<file path="config.mk">
export PLATFORM = sky130hd
export DESIGN_NAME = sfr_bit_ctrl_flat
export DESIGN_NICKNAME = d
export VERILOG_FILES = /design/src/rtl/sfr_bit_ctrl_if.sv /design/src/rtl/sfr_bit_ctrl.sv /design/src/flat_wrapper.sv
export SDC_FILE = /design/constraint.sdc
export NUM_CORES = 1
export LEC_CHECK = 0
export ABC_AREA = 1
export CORE_AREA = 2 2 76 49
export CTS_CLUSTER_DIAMETER = 30
export CTS_CLUSTER_SIZE = 8
export DETAILED_ROUTE_END_ITERATION = 12
export DIE_AREA = 0 0 78 51
export PLACE_DENSITY = 0.82
export SLEW_MARGIN = 5
export SYNTH_ARGS = -nofsm -noshare
export SYNTH_HDL_FRONTEND = slang
export SYNTH_SLANG_ARGS = --single-unit
</file>
<file path="constraint.sdc">
create_clock -name clock -period 2.29 [get_ports clock]
set_input_delay 0.458 -clock clock [delete_from_list [all_inputs] [get_ports clock]]
set_output_delay 0.458 -clock clock [all_outputs]
set_load 0.05 [all_outputs]
</file>
<file path="src/rtl/sfr_bit_ctrl_if.sv">
// sfr_bit_ctrl_if -- request/byte-bus bundle for the SFR bit-operation engine.
//   master : requester + byte memory side (drives start/op/bit_addr/carry_in/rd_data)
//   slave  : sfr_bit_ctrl (drives byte_addr, rd_en, wr_en, wr_data, carry_out,
//            carry_we, bit_out, busy, done)
interface sfr_bit_ctrl_if;
  logic       start;
  logic [2:0] op;
  logic [7:0] bit_addr;
  logic       carry_in;
  logic [7:0] rd_data;
  logic [7:0] byte_addr;
  logic       rd_en;
  logic       wr_en;
  logic [7:0] wr_data;
  logic       carry_out;
  logic       carry_we;
  logic       bit_out;
  logic       busy;
  logic       done;

  modport master (
    output start, op, bit_addr, carry_in, rd_data,
    input  byte_addr, rd_en, wr_en, wr_data, carry_out, carry_we, bit_out, busy, done
  );

  modport slave (
    input  start, op, bit_addr, carry_in, rd_data,
    output byte_addr, rd_en, wr_en, wr_data, carry_out, carry_we, bit_out, busy, done
  );
endinterface

</file>
<file path="src/rtl/sfr_bit_ctrl.sv">
// sfr_bit_ctrl -- 8051-style bit operation engine (read-modify-write on a byte).
//   clock : rising-edge clock
//   reset : asynchronous active-low reset
//   bus   : sfr_bit_ctrl_if.slave -- request (start/op/bit_addr/carry_in),
//           byte bus (byte_addr/rd_en/rd_data/wr_en/wr_data), carry update
//           (carry_out/carry_we), status (bit_out/busy/done)
// Sequence: IDLE -> READ -> CAPTURE -> WRITE -> DONE, one cycle each.
module sfr_bit_ctrl (
  input  logic            clock,
  input  logic            reset,
  sfr_bit_ctrl_if.slave   bus
);
  typedef enum logic [2:0] {IDLE, READ, CAPTURE, WRITE, DONE} state_t;

  typedef struct packed {
    logic [2:0] op;
    logic [7:0] addr;
    logic       cy;
  } req_t;

  localparam logic [2:0] OP_CLR  = 3'd0;
  localparam logic [2:0] OP_SETB = 3'd1;
  localparam logic [2:0] OP_CPL  = 3'd2;
  localparam logic [2:0] OP_MOVB = 3'd3;
  localparam logic [2:0] OP_MOVC = 3'd4;
  localparam logic [2:0] OP_ANL  = 3'd5;
  localparam logic [2:0] OP_ORL  = 3'd6;

  state_t     state, state_nxt;
  req_t       req;
  logic [7:0] cap_byte;
  logic       bit_q;
  logic [2:0] bit_idx;
  logic [7:0] map_addr;
  logic [7:0] new_byte;
  logic       cy_new;
  logic       is_wr, is_cy;

  // Bit-addressable RAM lives at 0x20..0x2F; SFRs are every eighth address from 0x80.
  assign bit_idx  = req.addr[2:0];
  assign map_addr = req.addr[7] ? {req.addr[7:3], 3'b000}
                                : (8'h20 + {4'h0, req.addr[6:3]});
  assign is_wr    = (req.op <= OP_MOVB);
  assign is_cy    = (req.op == OP_MOVC) || (req.op == OP_ANL) || (req.op == OP_ORL);

  always_ff @(posedge clock or negedge reset) begin
    if (!reset) begin
      state    <= IDLE;
      req      <= '0;
      cap_byte <= 8'h00;
      bit_q    <= 1'b0;
    end else begin
      state <= state_nxt;
      if (state == IDLE && bus.start)
        req <= '{op: bus.op, addr: bus.bit_addr, cy: bus.carry_in};
      // rd_data arrives the cycle after rd_en, i.e. during CAPTURE.
      if (state == CAPTURE) begin
        cap_byte <= bus.rd_data;
        bit_q    <= bus.rd_data[bit_idx];
      end
    end
  end

  always_comb begin
    new_byte = cap_byte;
    case (req.op)
      OP_CLR:  new_byte[bit_idx] = 1'b0;
      OP_SETB: new_byte[bit_idx] = 1'b1;
      OP_CPL:  new_byte[bit_idx] = ~cap_byte[bit_idx];
      OP_MOVB: new_byte[bit_idx] = req.cy;
      default: new_byte = cap_byte;
    endcase
  end

  always_comb begin
    cy_new = 1'b0;
    case (req.op)
      OP_MOVC: cy_new = bit_q;
      OP_ANL:  cy_new = req.cy & bit_q;
      OP_ORL:  cy_new = req.cy | bit_q;
      default: cy_new = 1'b0;
    endcase
  end

  // Outputs decode from state alone, so an async reset drops every strobe at once.
  always_comb begin
    state_nxt     = state;
    bus.byte_addr = 8'h00;
    bus.rd_en     = 1'b0;
    bus.wr_en     = 1'b0;
    bus.wr_data   = 8'h00;
    bus.carry_out = 1'b0;
    bus.carry_we  = 1'b0;
    bus.busy      = 1'b1;
    bus.done      = 1'b0;
    case (state)
      IDLE: begin
        bus.busy = 1'b0;
        if (bus.start) state_nxt = READ;
      end
      READ: begin
        bus.byte_addr = map_addr;
        bus.rd_en     = 1'b1;
        state_nxt     = CAPTURE;
      end
      CAPTURE: begin
        bus.byte_addr = map_addr;
        state_nxt     = WRITE;
      end
      WRITE: begin
        bus.byte_addr = map_addr;
        if (is_wr) begin
          bus.wr_en   = 1'b1;
          bus.wr_data = new_byte;
        end
        if (is_cy) begin
          bus.carry_we  = 1'b1;
          bus.carry_out = cy_new;
        end
        state_nxt = DONE;
      end
      DONE: begin
        bus.done  = 1'b1;
        state_nxt = IDLE;
      end
      default: state_nxt = IDLE;
    endcase
  end

  assign bus.bit_out = bit_q;
endmodule

</file>
<file path="src/flat_wrapper.sv">
// flat-port wrapper written by rule: the top's interface ports become plain ports
module sfr_bit_ctrl_flat 
  (clock, reset, bus_start, bus_op, bus_bit_addr, bus_carry_in, bus_rd_data, bus_byte_addr, bus_rd_en, bus_wr_en, bus_wr_data, bus_carry_out, bus_carry_we, bus_bit_out, bus_busy, bus_done);
  sfr_bit_ctrl_if bus_i ();
  input  logic clock;
  input  logic reset;
  input wire logic [$bits(bus_i.start)-1:0] bus_start;
  input wire logic [$bits(bus_i.op)-1:0] bus_op;
  input wire logic [$bits(bus_i.bit_addr)-1:0] bus_bit_addr;
  input wire logic [$bits(bus_i.carry_in)-1:0] bus_carry_in;
  input wire logic [$bits(bus_i.rd_data)-1:0] bus_rd_data;
  output wire logic [$bits(bus_i.byte_addr)-1:0] bus_byte_addr;
  output wire logic [$bits(bus_i.rd_en)-1:0] bus_rd_en;
  output wire logic [$bits(bus_i.wr_en)-1:0] bus_wr_en;
  output wire logic [$bits(bus_i.wr_data)-1:0] bus_wr_data;
  output wire logic [$bits(bus_i.carry_out)-1:0] bus_carry_out;
  output wire logic [$bits(bus_i.carry_we)-1:0] bus_carry_we;
  output wire logic [$bits(bus_i.bit_out)-1:0] bus_bit_out;
  output wire logic [$bits(bus_i.busy)-1:0] bus_busy;
  output wire logic [$bits(bus_i.done)-1:0] bus_done;
  assign bus_i.start = bus_start;
  assign bus_i.op = bus_op;
  assign bus_i.bit_addr = bus_bit_addr;
  assign bus_i.carry_in = bus_carry_in;
  assign bus_i.rd_data = bus_rd_data;
  assign bus_byte_addr = bus_i.byte_addr;
  assign bus_rd_en = bus_i.rd_en;
  assign bus_wr_en = bus_i.wr_en;
  assign bus_wr_data = bus_i.wr_data;
  assign bus_carry_out = bus_i.carry_out;
  assign bus_carry_we = bus_i.carry_we;
  assign bus_bit_out = bus_i.bit_out;
  assign bus_busy = bus_i.busy;
  assign bus_done = bus_i.done;
  sfr_bit_ctrl u_core (.clock(clock), .reset(reset), .bus(bus_i));
endmodule
</file>
==> results.md, run 1 <==
- The worst min-delay path class is flip-flop to flip-flop.
- The CTS tree is done.
- The shortest clock period the worst path allows after layout is 2.240 ns.
- The number of instances in the synthesized netlist is 237.
- The first global-routing pass estimated around 7000 um of wire.
- The highest net fanout along the worst path is 8.
- Setup violations remaining at the end of the flow were counted as 0.
- Hold repair after CTS inserted 0 buffers.
- Synthesis produced a netlist with a net count of 260.
- The most frequently used flop master after synthesis is sky130_fd_sc_hd__dfrtp_1.
- The pin count of the biggest net entering global routing is 25.
- The static leakage power is 1.082 nW.
- In this run the tool buffered the top-level ports with 45 buffer cells.
- The number of remaining DRC errors is 0.
- The number of detailed-route iterations in the first pass is 5.
- The hold violation total from the final report is 0.
- Wires add up to 4324 um.
- Measured against its own limit, the worst slew margin works out to 66.86%.
- Sorting the synthesized cells by how often they occur yields sky130_fd_sc_hd__nand2_1, sky130_fd_sc_hd__inv_1, sky130_fd_sc_hd__o21ai_0, sky130_fd_sc_hd__nor2_1, sky130_fd_sc_hd__dfrtp_1.
- The maximum ir drop on the vdd rail is 1.490 mV.
- The critical path class is flip-flop to output pin.
- For this run, the register share of the synthesized area comes to 37.68%.
- The delay of the slowest critical-path stage is 0.45 ns.
- The footprint of the multi-input gates is 868.3 um^2.
- Together, buffers and inverters on the worst path number 2.
- The slew at the pin closest to its max-slew limit is 0.4963 ns.
- Relative to the synthesized area, the layout overhead comes to 46.23%.
- The mapped netlist covers ~0.0016 mm^2.
- The max-slew violation count is 0.
- The effective utilization at floorplan is 46.84%.
- The tree built by TritonCTS fans out to 24 sinks.
- The routed via count is 1723.
- The routed via count divided by cell count is ~5.2.
- The most repeated cell in the gate-level netlist after synthesis is sky130_fd_sc_hd__nand2_1.
- The finished layout holds 334 standard cells, fillers aside.
- CTS built an H-tree with a depth of 1.
- Data arrives at the worst endpoint at 1.78 ns.
- 0 antenna diodes ended up in the layout.
- The average wire per cell in the routed design is 12.95 um.
- The number of clock buffers added by TritonCTS is 3.
- The via count of the first global-routing pass is 1578.
- The achievable clock frequency is 446.3 MHz.
- The wire-length estimate of the detail-placed layout is 3223 um.
- The number of warnings issued by yosys is 0.
- From bottom edge to top edge, the die measures approximately 50 um.
- After synthesis the netlist holds a flip-flop and latch count of 24.
- For the final database, setup skew stands at 0.01204 ns.
- In this run the remaining antenna-violating nets after routing total 0.
- The worst setup path is launched from a flip-flop.
- For this run the aggregate overflow at the end of global routing stands at 0.
- Summed over all instances, the cell type with the most area after synthesis is sky130_fd_sc_hd__dfrtp_1.
- Counting flops with a built-in enable in the synthesized netlist gives 0.
- The total I/O pin count is 46.
- The worst hold slack across all endpoints is 0.5126 ns.
- The initial antenna violation count is 0.
- The number of placed instances, taps included is between 300 and 400.
- The total die area is 0.003978 mm^2.
- The share of cells above drive strength 1 is a little over 20%.
- After synthesis, the largest area contributor takes up 37.68% of total cell area.
- After clock tree synthesis, the clock-pin slew on the worst setup and hold paths is 0.09 ns.
- Measured along the x axis, the die boundary spans approximately 78 um.
- The source-to-sink clock delay at the later pin of the worst-skew pair is 0.27 ns.
- The region available for standard cell placement spans 0.003403 mm^2.
- The share of the clock period used by the worst path is 97.83%.
- The critical path goes through inv_1 -> nor2_1 -> nand3_1 -> nand2_2 -> o21ai_0 -> nand2_1 -> a21oi_2 -> buf_12.
- The total track usage is 22.28%.
- Ranked by total cell area, the synthesized netlist is headed by sky130_fd_sc_hd__dfrtp_1, sky130_fd_sc_hd__nand2_1, sky130_fd_sc_hd__o21ai_0, sky130_fd_sc_hd__inv_1, sky130_fd_sc_hd__nor2_1.
- The slowest cell on the critical path is sky130_fd_sc_hd__dfrtp_1.
- The buffer cell driving the clock tree root is sky130_fd_sc_hd__clkbuf_8.
- The placement row count is 17.
- The average size of a mapped cell is 6.726 um^2.
- The dominant delay contributor by cell family on the critical path is simple AND/OR/NAND/NOR gates.
- STA puts the critical path data required time at 1.83 ns.
- Counting along the longest clock path gives a buffer depth of 2.
- Max-cap violations in this run came to 0.
- The total power divided by cell area is ~1400 mW/mm^2.
- The run finished with clean final reports.
- Registers take 604.3 um^2.
- The filler cells instantiated in the layout total 285.
- After synthesis, the share of flip-flops with an asynchronous set or reset is 100.0%.
- At the end of routability-driven placement, the weighted congestion stood at 0.8993.
- The unique cell type count in the Yosys netlist is 22.
- The number of nets in the layout is 311.
- The number of violations reported at the end of detailed-routing iteration 0 is 131.
- The endpoint type of the worst setup path is an output pin.
==> cells in the final DEF, fill, tap and decap left out <==
cell                              netlist  layout
sky130_fd_sc_hd__buf_4                  0      14
sky130_fd_sc_hd__nand3b_1               1       1
sky130_fd_sc_hd__nand2_2                2       3
sky130_fd_sc_hd__dlymetal6s2s_1         0       1
sky130_fd_sc_hd__o21ai_1                8      15
sky130_fd_sc_hd__a21oi_2                0       8
sky130_fd_sc_hd__inv_4                  0       1
sky130_fd_sc_hd__nand3_1                6       6
sky130_fd_sc_hd__nor3b_4                0       1
sky130_fd_sc_hd__nand2_1               47      46
sky130_fd_sc_hd__nor2_4                 2       3
sky130_fd_sc_hd__clkbuf_8               0       4
sky130_fd_sc_hd__mux2_2                 3       3
sky130_fd_sc_hd__o21ai_0               35      28
sky130_fd_sc_hd__nor2_2                 0       3
sky130_fd_sc_hd__nor2_1                31      28
sky130_fd_sc_hd__inv_2                  4       3
sky130_fd_sc_hd__a21oi_1               21      13
sky130_fd_sc_hd__inv_1                 37      37
sky130_fd_sc_hd__clkdlybuf4s50_1        0      25
sky130_fd_sc_hd__dfrtp_2                0       3
sky130_fd_sc_hd__dfrtp_1               24      21
sky130_fd_sc_hd__nor3_4                 1       2
sky130_fd_sc_hd__nor3_1                 4       4
sky130_fd_sc_hd__buf_12                 0      11
sky130_fd_sc_hd__a22oi_1                2       2
sky130_fd_sc_hd__mux2_1                 1       1
==> kinds of logic (layout without fill, tap and decap cells) <==
family,after synthesis,count (layout),share of synthesized area [%]
buffers and inverters,47,96,11.85
AOI/OAI and AO/OA,66,66,21.04
and+or+nand+nor,96,97,26.61
muxes,4,4,2.826
DFF,24,24,37.68
==> layout make-up <==
cell class                 count  share of cell area [%]
multi-input combinational    167                   37.25
sequential                    24                   25.93
timing repair buffer          51                   25.23
inverter                      41                   6.710
tap                           47                   2.523
clock buffer                   4                   2.362
==> routing by layer <==
layer  GRT usage (%)  up-vias  part of all wire [%]
met5               0        -                     0
met4           3.801        0                  0.58
met3           3.887        4                   6.4
met2           34.48       71                    45
met1           33.30      790                    48
li1                -      858                     -
==> path summary, 6_finish.rpt <==
kind	from	endpoint	slack, ns	cells past startpoint
setup / recovery	u_core.bit_idx[1]$_DFFE_PN0P_	bus_wr_data[3]	0.05	8
setup reg to reg	u_core.state[2]$_DFFE_PN0P_	u_core.req[8]$_DFFE_PN0P_	0.70	5
hold / removal	u_core.state[0]$_DFFE_PN0P_	u_core.state[1]$_DFFE_PN0P_	0.51	1
hold reg to reg	u_core.state[0]$_DFFE_PN0P_	u_core.state[1]$_DFFE_PN0P_	0.51	1
min in group asynchronous	reset	u_core.cap_byte[7]$_DFFE_PN0N_	0.53	2
max in group asynchronous	reset	u_core.bit_idx[0]$_DFFE_PN0P_	1.49	2
==> metrics by stage <==
| step | utilization, % | instance area [um^2] | power, W | worst slack [ns] | setup TNS (ns) |
|---|---|---|---|---|---|
| 2_1_floorplan | - | 1639 | 0.002309 | 0.1092 | 0 |
| 3_3_place_gp | 65.63 | 2233 | 0.002879 | 0.2814 | 0 |
| 3_5_place_dp | 65.63 | 2233 | 0.002928 | 0.2438 | 0 |
| 4_1_cts | 67.35 | 2292 | 0.003232 | 0.03122 | 0 |
| 5_1_grt | 68.49 | 2331 | 0.003586 | -0.04386 | -0.2937 |
| 6_report | 68.49 | 2331 | 0.003334 | 0.04959 | 0 |
==> sequential cells by signal (all words and copies together), names as in the netlist <==
name                cells
u_core.bit_idx          3
u_core.cap_byte         8
u_core.req              9
u_core.state            3
u_core.bus.bit_out      1
==> power by group <==
part | internal [W] | switching [W] | leakage (nW)
clock | 0.000154 | 0.000140 | 0.0288
combinational | 0.000706 | 0.00146 | 0.774
sequential | 0.000637 | 0.000242 | 0.279
==> timing repair <==
| item | in CTS | in global routing |
|---|---|---|
| endpoints found under the setup margin | 8 | 9 |
| buffers inserted | 0 | 2 |
| gates cloned | 0 | 1 |
| resized for setup | 2 | 16 |
| pin swaps | 0 | 1 |
==> worst register-to-register path, delay by kind of cell (launching register included) <==
kind                   cells  cell delay (ns)
AND/OR/NAND/NOR            3             0.66
AO/OA/AOI/OAI              1             0.05
flip-flops                 1             0.45
buffers and inverters      1             0.31
Power figures use the tool's default switching activity.
==> run 2, diff against run 1 <==
- SETUP_SLACK_MARGIN: not set -> 0.2
==> results.md, run 2 (synthesis results as in run 1) <==
- The flow ran to the end, and the final reports show no timing, DRC or antenna violations.
- The total buffers and inverters traversed by the critical path is 3 (+1).
- The clock transition time at the flip-flop clock pins of the worst setup and hold paths is 0.09 ns (about the same).
- The effective utilization at floorplan was 46.84% (unchanged).
- The most frequent standard cell in the layout excluding fill and tap cells is sky130_fd_sc_hd__nand2_1.
- The portion of total power attributed to sequential cells is 24.0% (-2.4 points).
- The largest registers in the layout are u_core.req (9), u_core.cap_byte (8).
- The routed via count divided by cell count is 5.328 (+3.3%).
- The source-to-sink clock delay at the later pin of the worst-skew pair is 0.27 ns (about the same).
- The number of sinks on the clock net is 24 (unchanged).
- The number of setup violations in the final report came to 0 (unchanged).
- The critical path goes through inv_2 -> nor3_4 -> inv_2 -> nor2_4 -> o21ai_2 -> a21oi_4 -> buf_12.
- The required time of the critical path came to 1.83 ns (about the same).
- The initial antenna violation count is 0 (unchanged).
- The final instance count without filler cells is 344 (+3.0%).
- The number of I/O port buffers is 45 (unchanged).
- The remaining global-route overflow is 0 (unchanged).
- The number of flip-flops under the largest register name is 9 (unchanged).
- The share of the clock period used by the worst path is 94.43% (-3.4 points).
- The combinational power share was 68.0% (+3.2 points).
- The shortest clock period the worst path allows after layout is 2.162 ns (-0.07803 ns).
- The pin count of the biggest net entering global routing came to 25 (unchanged).
- The clock network power share is 8.0% (-0.8 points).
- The most critical setup path has its startpoint at u_core.state[1]$_DFFE_PN0P_.
- The cell repeated most along the worst path is sky130_fd_sc_hd__inv_2.
- The number of detailed-route iterations in the first pass is 4 (-1).
- The maximum ir drop on the vdd rail is 1.545 mV (+3.7%).
- The slowest cell on the critical path is sky130_fd_sc_hd__dfrtp_1.
- The achievable clock frequency is 462.5 MHz (+3.6%).
- The buffer cell driving the clock tree root is sky130_fd_sc_hd__clkbuf_8.
- The overall power consumption is 0.003672 W (+10%).
- The worst hold slack across all endpoints came to 0.5375 ns (+0.02487 ns).
- The slew at the pin closest to its max-slew limit came to 0.4925 ns (-0.003789 ns).
- The aggregate negative setup slack was 0 ns (unchanged).
- The data arrival at the endpoint of the critical path was 1.70 ns (-0.08 ns).
- The max-slew violation count is 0 (unchanged).
- The endpoint type of the worst setup path is an output pin.
- The final weighted congestion in routability-driven placement is 0.9396 (+4.5%).
- The placement row count was 17 (unchanged).
- The worst-case headroom to the max-slew limit is 67.07% (+0.20 points).
- The net switching share of the total power is 54.37% (-0.76 points).
- The total power divided by cell area is 1445 mW/mm^2 (+1.0%).
- The share of cells above drive strength 1 is 29.63% (+9.1 points).
- The delay of the slowest critical-path stage is 0.40 ns (-0.05 ns).
- The highest net fanout along the worst path is 5 (-3).
- The routed via count is 1833 (+6.4%).
- The number of violations reported at the end of detailed-routing iteration 0 is 127 (-3.1%).
- The internal power component is 0.001676 W (+12%).
- The wire length of the first global-routing pass is 7479 um (+6.8%).
- The number of maximum-capacitance violations was 0 (unchanged).
- The area inside the core boundary came to 0.003403 mm^2 (unchanged).
- The number of buffers inserted during clock tree synthesis is 3 (unchanged).
- The die width is 78 um (unchanged).
- The via count of the first global-routing pass is 1679 (+6.4%).
- The total I/O pin count was 46 (unchanged).
- The hold violation total from the final report was 0 (unchanged).
- The number of nets in the layout came to 321 (+3.2%).
- The net switching power of the design is 0.001996 W (+8.6%).
- The number of remaining DRC errors is 0 (unchanged).
- The startpoint of the lowest-slack register-to-register path is u_core.state[1]$_DFFE_PN0P_.
- The overall die height came to 51 um (unchanged).
- Grouping stages by cell kind, the critical path spends the most delay in flip-flops.
- The total die area was 0.003978 mm^2 (unchanged).
- The critical path class is flip-flop to output pin.
- TritonCTS built the clock tree.
- The worst-case clock skew was 0.006203 ns (-0.005836 ns).
- The HPWL after detailed placement is 3363 um (+4.3%).
- The worst setup path is launched from a flip-flop.
- The hold buffer count at cts is 0 (unchanged).
- The overall routed net length is 4622 um (+6.9%).
- The total track usage is 23.92% (+1.6 points).
- The area growth from synthesis to layout is 59.42%.
- The final core utilization is 74.67% (+6.2 points).
- Setup repair after global routing could not meet its margin everywhere.
- The maximum buffer depth of the clock tree was 2 (unchanged).
- The static leakage power came to 1.129 nW (+4.3%).
- The number of placed instances, taps included was 327 (unchanged).
- In the layout the commonest cells are sky130_fd_sc_hd__nand2_1, sky130_fd_sc_hd__inv_1, sky130_fd_sc_hd__nor2_1, sky130_fd_sc_hd__o21ai_0, sky130_fd_sc_hd__clkdlybuf4s50_1.
- u_core.req holds more flip-flops than any other register.
- The H-tree depth reported by CTS was 1 (unchanged).
- The path class of the tightest hold or removal check is primary input to asynchronous set/reset pin.
- The average wire per cell in the routed design is 13.44 um (+3.8%).
- The antenna diode instance count is 0 (unchanged).
- The final antenna-violating net count is 0 (unchanged).
## run 2: timing repair
item / CTS / global route
resized for setup: 22 / 24
pin swaps: 3 / 3
buffers inserted: 5 / 7
setup endpoints to repair: 12 / 12
endpoints found under the hold margin: 0 / 0
cloned: 1 / 0
## run 2: area by class of cell
class	instances	area [um^2]
well taps	47	58.81
inverters	41	158.9
multi-input cells	167	980.9
repair buffers	61	678.2
fillers	240	862.1
clock buffers	4	55.05
flip-flops and latches	24	609.3
## run 2: per-layer routing
metal	track usage [%]	part of all wire, %
met1	33.52	45
met2	38.94	47
met3	4.240	7.1
met5	0	0
met4	5.848	1.0
## run 2: final timing paths
check / end / slack [ns] / cells after the start
max in group asynchronous: u_core.bit_idx[0]$_DFFE_PN0P_ / 1.48 / 2
max reg2reg: u_core.req[4]$_DFFE_PN0P_ / 0.89 / 5
min reg2reg: u_core.req[5]$_DFFE_PN0P_ / 0.54 / 2
min: u_core.state[0]$_DFFE_PN0P_ / 0.54 / 2
max: bus_wr_data[1] / 0.13 / 7
min in group clock: u_core.req[5]$_DFFE_PN0P_ / 0.54 / 2
## run 2: power by group through the flow
stage | combinational [W] | sequential, W | clock [W]
after floorplan | 0.00157 | 0.000794 | 0
after global placement | 0.00206 | 0.000864 | 0
after detailed placement | 0.00211 | 0.000877 | 0
after CTS | 0.00222 | 0.000878 | 0.000300
after global routing | 0.00269 | 0.000908 | 0.000323
final | 0.00250 | 0.000881 | 0.000295
## run 2: metrics by stage
step           setup slack (ns)  cell area, um^2
3_3_place_gp             0.3064             2293
4_1_cts                 0.09353             2420
3_5_place_dp             0.2831             2293
6_report                 0.1276             2541
5_1_grt                 0.01377             2541
2_1_floorplan            0.1092             1699
## run 2: worst register-to-register path: stages (launching register included)
cell and delay [ns]:
sky130_fd_sc_hd__dfrtp_1 0.40, sky130_fd_sc_hd__inv_2 0.09, sky130_fd_sc_hd__buf_4 0.14, sky130_fd_sc_hd__nand3_1 0.07
sky130_fd_sc_hd__buf_4 0.23, sky130_fd_sc_hd__mux2_2 0.36
